## config.mk

```make
export PLATFORM = sky130hd
export DESIGN_NAME = cpu_bus_unit
export DESIGN_NICKNAME = d
export VERILOG_FILES = /design/src/rtl/cpu_bus_unit.sv
export SDC_FILE = /design/constraint.sdc
export NUM_CORES = 1
export LEC_CHECK = 0
export ABC_AREA = 1
export ABC_CLOCK_PERIOD_IN_PS = 6040
export CAP_MARGIN = 30
export CELL_PAD_IN_SITES_DETAIL_PLACEMENT = 1
export CELL_PAD_IN_SITES_GLOBAL_PLACEMENT = 2
export CORE_ASPECT_RATIO = 0.8
export CORE_UTILIZATION = 30
export DETAILED_ROUTE_END_ITERATION = 6
export HOLD_SLACK_MARGIN = 0.05
export PLACE_DENSITY = 0.95
export SLEW_MARGIN = 10
export SYNTH_ARGS = -nofsm -noshare
export SYNTH_HDL_FRONTEND = slang
export SYNTH_SLANG_ARGS = --single-unit
```

## constraint.sdc

```tcl
create_clock -name clk -period 6.04 [get_ports clk]
set_input_delay 1.812 -clock clk [delete_from_list [all_inputs] [get_ports clk]]
set_output_delay 1.812 -clock clk [all_outputs]
set_load 0.02 [all_outputs]
```

## src/rtl/cpu_bus_unit.sv

```systemverilog
// Memory-bus sequencer: runs one M-cycle (T1 + strobe T-states, optional wait
// states) per accepted request and returns read data plus the IDU-adjusted address.
module cpu_bus_unit #(
  parameter int unsigned T_PER_M  = 4,
  parameter int unsigned MAX_WAIT = 8
) (
  input  logic        clk,
  input  logic        rst,
  input  logic        req,
  input  logic        we,
  input  logic [15:0] addr,
  input  logic [7:0]  wdata,
  input  logic [1:0]  idu_op,
  output logic        busy,
  output logic        done,
  output logic        err,
  output logic [7:0]  rdata,
  output logic [15:0] idu_out,
  output logic [15:0] bus_addr,
  output logic [7:0]  bus_wdata,
  output logic        bus_rd,
  output logic        bus_wr,
  input  logic        bus_ready,
  input  logic [7:0]  bus_rdata
);

  typedef enum logic [2:0] {IDLE, T1, STROBE, WAIT, DONE} state_t;

  state_t      state, state_nx;
  logic [3:0]  tcnt;
  logic [7:0]  wcnt;
  logic        we_q;
  logic [7:0]  wdata_q;
  logic [1:0]  op_q;
  logic        err_q;

  logic        accept, last_t, wait_max, finish_ok, timeout, strobe;
  logic [15:0] idu_val;

  assign accept    = req && (state == IDLE || state == DONE);
  assign last_t    = (state == STROBE) && (tcnt == 4'(T_PER_M - 1));
  assign wait_max  = (state == WAIT) && (wcnt == 8'(MAX_WAIT));
  assign finish_ok = (last_t || state == WAIT) && bus_ready;
  assign timeout   = wait_max && !bus_ready;
  assign strobe    = (state == STROBE) || (state == WAIT);

  always_comb begin
    case (op_q)
      2'd1:    idu_val = bus_addr + 16'd1;
      2'd2:    idu_val = bus_addr - 16'd1;
      default: idu_val = bus_addr;
    endcase
  end

  always_comb begin
    state_nx = state;
    case (state)
      IDLE:    if (req) state_nx = T1;
      T1:      state_nx = STROBE;
      STROBE:  if (last_t) state_nx = bus_ready ? DONE : WAIT;
      WAIT:    if (bus_ready || wait_max) state_nx = DONE;
      DONE:    state_nx = req ? T1 : IDLE;
      default: state_nx = IDLE;
    endcase
  end

  // Strobes and status decode straight from state so async reset drops them at once.
  always_comb begin
    busy      = (state == T1) || strobe;
    done      = (state == DONE);
    err       = (state == DONE) && err_q;
    bus_rd    = strobe && !we_q;
    bus_wr    = strobe && we_q;
    bus_wdata = bus_wr ? wdata_q : '0;
  end

  always_ff @(posedge clk or posedge rst) begin
    if (rst) begin
      state    <= IDLE;
      tcnt     <= '0;
      wcnt     <= '0;
      we_q     <= 1'b0;
      wdata_q  <= '0;
      op_q     <= '0;
      err_q    <= 1'b0;
      rdata    <= '0;
      idu_out  <= '0;
      bus_addr <= '0;
    end else begin
      state <= state_nx;
      if (accept) begin
        bus_addr <= addr;
        we_q     <= we;
        wdata_q  <= wdata;
        op_q     <= idu_op;
      end
      case (state)
        T1:      tcnt <= 4'd1;
        STROBE:  if (!last_t) tcnt <= tcnt + 4'd1;
                 else if (!bus_ready) wcnt <= 8'd1;
        WAIT:    if (!bus_ready && !wait_max) wcnt <= wcnt + 8'd1;
        default: ;
      endcase
      if (finish_ok || timeout) begin
        err_q   <= timeout;
        idu_out <= idu_val;
        if (!we_q) rdata <= timeout ? 8'hFF : bus_rdata;
      end
    end
  end

endmodule

```

Word-level counts from Yosys, hierarchy flattened --
Cells that the tools add are included.
Operators by class: eq/ne operators 14, add/sub/neg operators 4, bitwise operators 1, muxes and demuxes 15, reductions and logical operators 25
Operators by type and width (count):
- 8-bit 2-to-1 mux | 5
- 16-bit one-hot mux with 2 select lines | 1
- 16-bit by 1-bit adder with 16-bit output, second input constant | 1
- 8-bit one-hot mux with 2 select lines | 1
- 16-bit by 1-bit subtractor with 16-bit output, second input constant | 1
- 3-bit one-hot mux with 5 select lines | 1
- 3-bit 2-to-1 mux | 4
- 1-bit logical AND | 9
- 8-bit by 1-bit adder with 8-bit output, second input constant | 1
- 8-bit by 4-bit equality test with 1-bit output, second input constant | 1
- 2-bit inequality test, second input constant | 4
- 4-bit one-hot mux with 2 select lines | 1
- 3-bit by 2-bit equality test with 1-bit output, second input constant | 2
- 1-bit logical OR | 6
- 4-bit by 1-bit adder with 4-bit output, second input constant | 1
- 4-bit by 2-bit equality test with 1-bit output, second input constant | 1
- 4-bit 2-to-1 mux | 1
- 2-bit by 1-bit inequality test with 1-bit output, second input constant | 2
- 2-bit AND reduction | 2
- 4-bit AND reduction | 1
- 2-bit nonzero test | 2
- 3-bit by 1-bit equality test with 1-bit output, second input constant | 1
- 3-bit equality test, second input constant | 1
- 1-bit logical NOT | 3
- other kinds (6) | 6
Word-level totals: word-level logic and storage cells 69, bits in registers 67, input bits 39

Depth between registers and ports, before layout --
Gate-level depths: netlist (run 1).
depth after elaboration 6, gate-level depth with buffers 18, mapped depth without buffers 16

Worst setup path after synthesis (run 1) --
Ideal clock, no wire load.
path type flip-flop to output port, start register state[2], end output port bus_wdata[0], data required time 4228 ps, stages on the path, launching flop included 6, data arrival time 1498 ps, slack 2730 ps, path through dfrtp_1 -> nor2_4 -> inv_1 -> nor2_1 -> inv_1 -> nor2_1
On the way: word-level cells in the longest chain between the ends 4
Ends and longest elaborated chain:
- start, declared | RTL line 29 | state_t state, state_nx;
- start signal, assigned | RTL line 90 | state <= state_nx;
- 3-bit by 2-bit equality test with 1-bit output | RTL line 45 | assign strobe = (state == STROBE) || (state == WAIT);
- 1-bit logical OR (*) | RTL line 45
- 1-bit logical AND (*) | RTL line 73 | bus_wr = strobe && we_q;
- named net bus_wr | RTL line 22 | output logic bus_wr,
- 8-bit 2-to-1 mux (*) | RTL line 74 | bus_wdata = bus_wr ? wdata_q : '0;
- end, declared | RTL line 20 | output logic [7:0] bus_wdata,
Mark *: on every way through the listed nets, which the timed path passes. The rest lies on a longest branch.

Worst setup path in the final report (run 1) --
start register state[2], end output port bus_wdata[5]
On the way: word-level cells in the longest chain between the ends 4
Ends and longest elaborated chain (RTL line):
- 3-bit by 2-bit equality test with 1-bit output | 45
- 1-bit logical OR (*) | 45
- 1-bit logical AND (*) | 73
- 8-bit 2-to-1 mux (*) | 74
Mark *: on every way between the ends. The rest lies on a longest branch, timed or not.

==> results.cfg, run 1 <==
[timing]
slew_headroom = 0.493
final_hold_viol_count = 0
finalSetupTns_ns = 0
setup_viol = 0
hold_slack_ns = 0.485
max_freq_mhz = 248
rsz0062_at_grt = no
fin_crit_ns = 4.04
worst_slew_pin_slew_ns = 0.760
skew_ns = 0.00754
timing.final.crit_share = 0.668
final_max_slew_viol_count = 0

[worst_setup_path]
crit_chain = nor2_4, inv_1, nor2_1, inv_1, nor2_1, clkdlybuf4s50_1
cp.required_ns = 4.23
end_kind = output pin
worstSetupPathType = reg -> out
timing.rr.start = op_q[1]
crit_fanout = 8
startpoint = state[2]
cpMaxStageDelayCell = clkdlybuf4s50_1
cp.arrival_ns = 2.22
startpoint_type = flop
cpPeakStageDelay_ns = 0.64

[clocking]
ctsHoldBuffers = 0
cts_resized = 0
clockBufferDepth = 2
cts_tree = built
cts_sinks = 67
insertion_delay_ns = 0.34
htree_levels = 3
post-cts-setup-buffers = 0
cts.clk_slew.worst_paths_ns = 0.05
cts_made_buffers = 9
cts_root_buffer = clkbuf_16

[detailed_routing]
viasPerCell = 4.72
antenna_left = 0
wl_per_cell_um = 15.2
wl_mm = 13.1
dr_total_vias = 4085
dr.pass1.iters = 4
drtIter0Drc = 255
drc = 0

[yosys]
yosysUniqueCellTypes = 35
synthCells = 593
synthArstFlopShare = 1.00
yosysWarnings = 0
synth_top_area_frac = 0.404
synth_top_flop_cell = dfrtp_1
synth.avg_cell_area_um2 = 7.00
synth_area_leader_cell = dfrtp_1
synthesis.area_mm2 = 0.00415
ys_ff_latch = 67
synthesis.nets = 638
synth_edf_count = 0
synth.area.top_cells = dfrtp_1, nand2_1, inv_1
yosysSeqAreaShare = 0.404

[global_route]
antenna_found_initial = 0
grt_pass1_wl_mm = 21.5
grt-ovfl-total = 0
grt_pass1_vias = 4215
grt_max_degree = 40
grt_usage = 0.193

[place]
port_buffers = 91
place_hpwl_mm = 10.1
place.gp.congestion = 0.864

[die]
std_cell_rows = 38
ios = 92
die_area_mm2 = 0.0143
core-area_mm2 = 0.0136
dieHeight_um = 107
start_util = 0.306
die_x_um = 134

[worst_hold_path]
min-delay-start = rdata[5]
min_path_type = reg -> reg

[final_layout]
final_cell_mix = nand2_1, clkdlybuf4s50_1, inv_1, dfrtp_1, nor2_1
layout.nets = 725
antennaDiodeCount = 0
num-fill-cells = 1696
layout_commonest_cell = nand2_1
syn_to_final_growth_pct = 31.6
drive_gt1_frac = 0.0599

[run]
drv_cap = 0

[status]
status = finished clean

[power_and_ir_drop]
power.leakage_uw = 0.00271
power_density_mw_per_mm2 = 585
ir_drop_v = 0.000191
## kinds of logic after synthesis
| logic type | after synthesis | synth area share |
|---|---|---|
| adders and majority gates | 6 | 0.0181 |
| xor gates and xnor gates | 13 | 0.0274 |
| DFF | 67 | 0.404 |
| and+or+nand+nor | 306 | 0.307 |
| buffers and inverters | 102 | 0.106 |
| AOI/OAI and AO/OA | 99 | 0.137 |
## routing by layer
layer	global-route usage	vias up	share of wire
met5	0	-	0
met4	0.0487	0	0.014
li1	-	2028	-
met3	0.0397	16	0.037
met2	0.319	67	0.46
met1	0.257	1974	0.49
## through the flow
step / cell area [µm²] / cells / setup WS, ns / utilization / power [µW]
6_report: 5460 / 865 / 2.00 / 0.403 / 3190
5_1_grt: 5460 / 865 / 1.86 / 0.403 / 3450
4_1_cts: 5460 / 865 / 2.01 / 0.403 / 3220
3_5_place_dp: 5190 / 849 / 2.38 / 0.383 / 2700
3_3_place_gp: 5190 / 849 / 2.50 / 0.383 / 2640
2_1_floorplan: 4150 / 593 / 2.54 / - / 2010
## area by class of cell
cell class / instances / area [µm²] / area share
multi-input cells: 424 / 2040 / 0.373
flip-flops and latches: 67 / 1680 / 0.307
repair buffers: 94 / 933 / 0.171
inverters: 84 / 318 / 0.0582
clock buffers: 12 / 246 / 0.0451
well taps: 180 / 225 / 0.0412
clock inverters: 4 / 26.3 / 0.00481
## registers in the layout (all words and copies together), names as in the netlist
signal / flops
wcnt: 8
we_q: 1
idu_out: 16
wdata_q: 8
tcnt: 4
rdata: 8
state: 3
op_q: 2
err_q: 1
bus_addr: 16
## worst max-delay path: cells and delay by family, from the launching register on
family / cells / cell delay, ns
buffers and inverters: 3 / 0.91
flip-flops: 1 / 0.47
AND/OR/NAND/NOR: 3 / 0.52
## Yosys cell counts (5+ instances only)
cell	number
nand2_1	191
inv_1	81
dfrtp_1	67
nor2_1	58
nand3_1	38
o21ai_0	35
a21oi_1	31
xor2_1	11
a21o_1	8
a21oi_2	8
clkbuf_1	7
o21ai_1	7
ha_1	6
buf_6	5
## power breakdown
group	internal [µW]	switching (µW)	leakage, µW	total (µW)
Sequential	660	190	0.000834	850
Clock	289	204	0.000133	493
Combinational	664	1190	0.00174	1850
Total	1610	1580	0.00271	3190
## path summary, 6_finish.rpt
path / endpoint / slack [ns] / cells past startpoint
max: bus_wdata[5] / 2.00 / 6
min: rdata[5] / 0.48 / 1
max reg2reg: idu_out[12] / 3.45 / 16
min reg2reg: rdata[5] / 0.48 / 1
max in group asynchronous: bus_addr[6] / 3.21 / 3
min in group asynchronous: idu_out[15] / 1.89 / 2
(Power assumes the default switching activity.)
==> run 2: changes to the inputs <==
Settings changed: ABC_CLOCK_PERIOD_IN_PS 6040 to 4000, CORE_UTILIZATION 30 to 28, PLACE_DENSITY 0.95 to 0.92.
Clock period 6.04 ns to 4 ns, I/O delays scaled along.
==> run 2 against run 1 <==
  * The run now ends with design-rule violations left
  * Combinational power up 51%
  * Register-to-register slack worse by 2.1 ns
  * Largest cell class unchanged
  * Wire length decreased by 0.44%
  * Final cell count is 0.35% higher
  * Sequential cell count unchanged
  * Power is 55% higher
  * Die area rose by 7.0%
  * Clock-buffer cell count decreased by 1
  * Largest power group unchanged
==> results.cfg, run 2 (same netlist as run 1, synthesis figures left out) <==
[worst_hold_path]
min-delay-start = rdata[7]
hold_depth = 1
min_path_type = reg -> reg
hold-path-endpoint = rdata[7]

[die]
die_x_um = 138
ios = 92
std_cell_rows = 39
start_util = 0.288
dieHeight_um = 111
core-area_mm2 = 0.0144
die_area_mm2 = 0.0153

[clocking]
cts_root_buffer = clkbuf_16
cts_sinks = 67
cts_tree = built
insertion_delay_ns = 0.33
ctsHoldBuffers = 0
htree_levels = 3
post-cts-setup-buffers = 0
cts_made_buffers = 9
cts_resized = 0
cts.clk_slew.worst_paths_ns = 0.06
clockBufferDepth = 2

[status]
status = finished, violations left
violations = design-rule violations

[worst_setup_path]
r2r_slack_ns = 1.38
startpoint_type = flop
cp.arrival_ns = 2.13
timing.rr.start = op_q[1]
worstRegToRegCells = 16
r2r-end = idu_out[12]
cp.required_ns = 2.80
crit_fanout = 8
worstSetupPathType = reg -> out
end_kind = output pin

[detailed_routing]
drtIter0Drc = 180
viasPerCell = 4.66
dr.pass1.iters = 6
wl_per_cell_um = 15.0
dr_total_vias = 4046
antenna_left = 0
wl_mm = 13.1
drc = 4

[power_and_ir_drop]
p_comb_frac = 0.565
power.leakage_uw = 0.00274
p_clk_frac = 0.178
power_frac_seq = 0.257
power.switching_uw = 2380
power_density_mw_per_mm2 = 896
p_int_uw = 2580
ir_drop_v = 0.000277
p_sw_frac = 0.480

[global_route]
grt_usage = 0.179
grt-ovfl-total = 0
grt_pass1_vias = 4200
grt_pass1_wl_mm = 21.7
grt_max_degree = 49
antenna_found_initial = 0

[final_layout]
layout.nets = 725
drive_gt1_frac = 0.0614
layout_commonest_cell = nand2_1
syn_to_final_growth_pct = 33.3
final_cell_mix = nand2_1, clkdlybuf4s50_1, inv_1, dfrtp_1, nor2_1
antennaDiodeCount = 0
layout.cells.non_filler = 868
top_regs = bus_addr (16), idu_out (16)
post-route-util = 0.384

[timing]
skew_ns = 0.00553
finalSetupTns_ns = 0
max_freq_mhz = 301
final_max_slew_viol_count = 0
worst_slew_pin_slew_ns = 0.768
fin_crit_ns = 3.33
hold_slack_ns = 0.482
final.setup.worst_slack_ns = 0.673
final_hold_viol_count = 0
rsz0062_at_grt = no
timing.final.crit_share = 0.832
slew_headroom = 0.488
setup_viol = 0

[place]
dp_cells = 853
pre_cts_slack_ns = 1.01
place_hpwl_mm = 10.0
port_buffers = 91
place.gp.congestion = 0.859

[run]
drv_cap = 0
run 2: worst max-delay path, cell delays in order, from the launching register on:
cell             delay, ns
dfrtp_1               0.47
nor2_4                0.19
inv_1                 0.09
nor2_1                0.13
inv_1                 0.16
nor2_1                0.14
clkdlybuf4s50_1       0.61
run 2: worst max-delay path by stage:
stage / cells past startpoint / endpoint / start
6_report: 6 / bus_wdata[6] / state[2]
5_1_grt: 6 / bus_wdata[2] / state[2]
4_1_cts: 6 / bus_wdata[3] / state[2]
3_5_place_dp: 6 / bus_wdata[3] / state[2]
3_3_place_gp: 6 / bus_wdata[1] / state[2]
2_1_floorplan: 1 / bus_addr[0] / rst
run 2: layout make-up:
type	instances	area, µm²
Sequential cell	67	1680
Timing Repair Buffer	94	946
Inverter	84	318
Fill cell	1778	8860
Multi-Input combinational cell	424	2040
Clock inverter	4	73.8
Clock buffer	11	253
Tap cell	184	230
run 2: layer usage:
layer	share of wire	up-vias	track usage
met5	0	-	0
met4	0.011	0	0.0509
met3	0.042	9	0.0346
met2	0.46	72	0.293
met1	0.49	1938	0.241
li1	-	2027	-
run 2: through the flow:
stage | cell area (µm²) | total power [µW]
6_report | 5530 | 4960
5_1_grt | 5530 | 5350
3_5_place_dp | 5210 | 4090
3_3_place_gp | 5210 | 4000
2_1_floorplan | 4150 | 3040
4_1_cts | 5530 | 5010
run 2: power groups by stage:
stage	clock, µW	sequential (µW)	combinational (µW)
finish	882	1270	2800
global route	925	1330	3090
CTS	903	1280	2820
detailed placement	0	1290	2800
global placement	0	1270	2730
floorplan	0	1440	1600
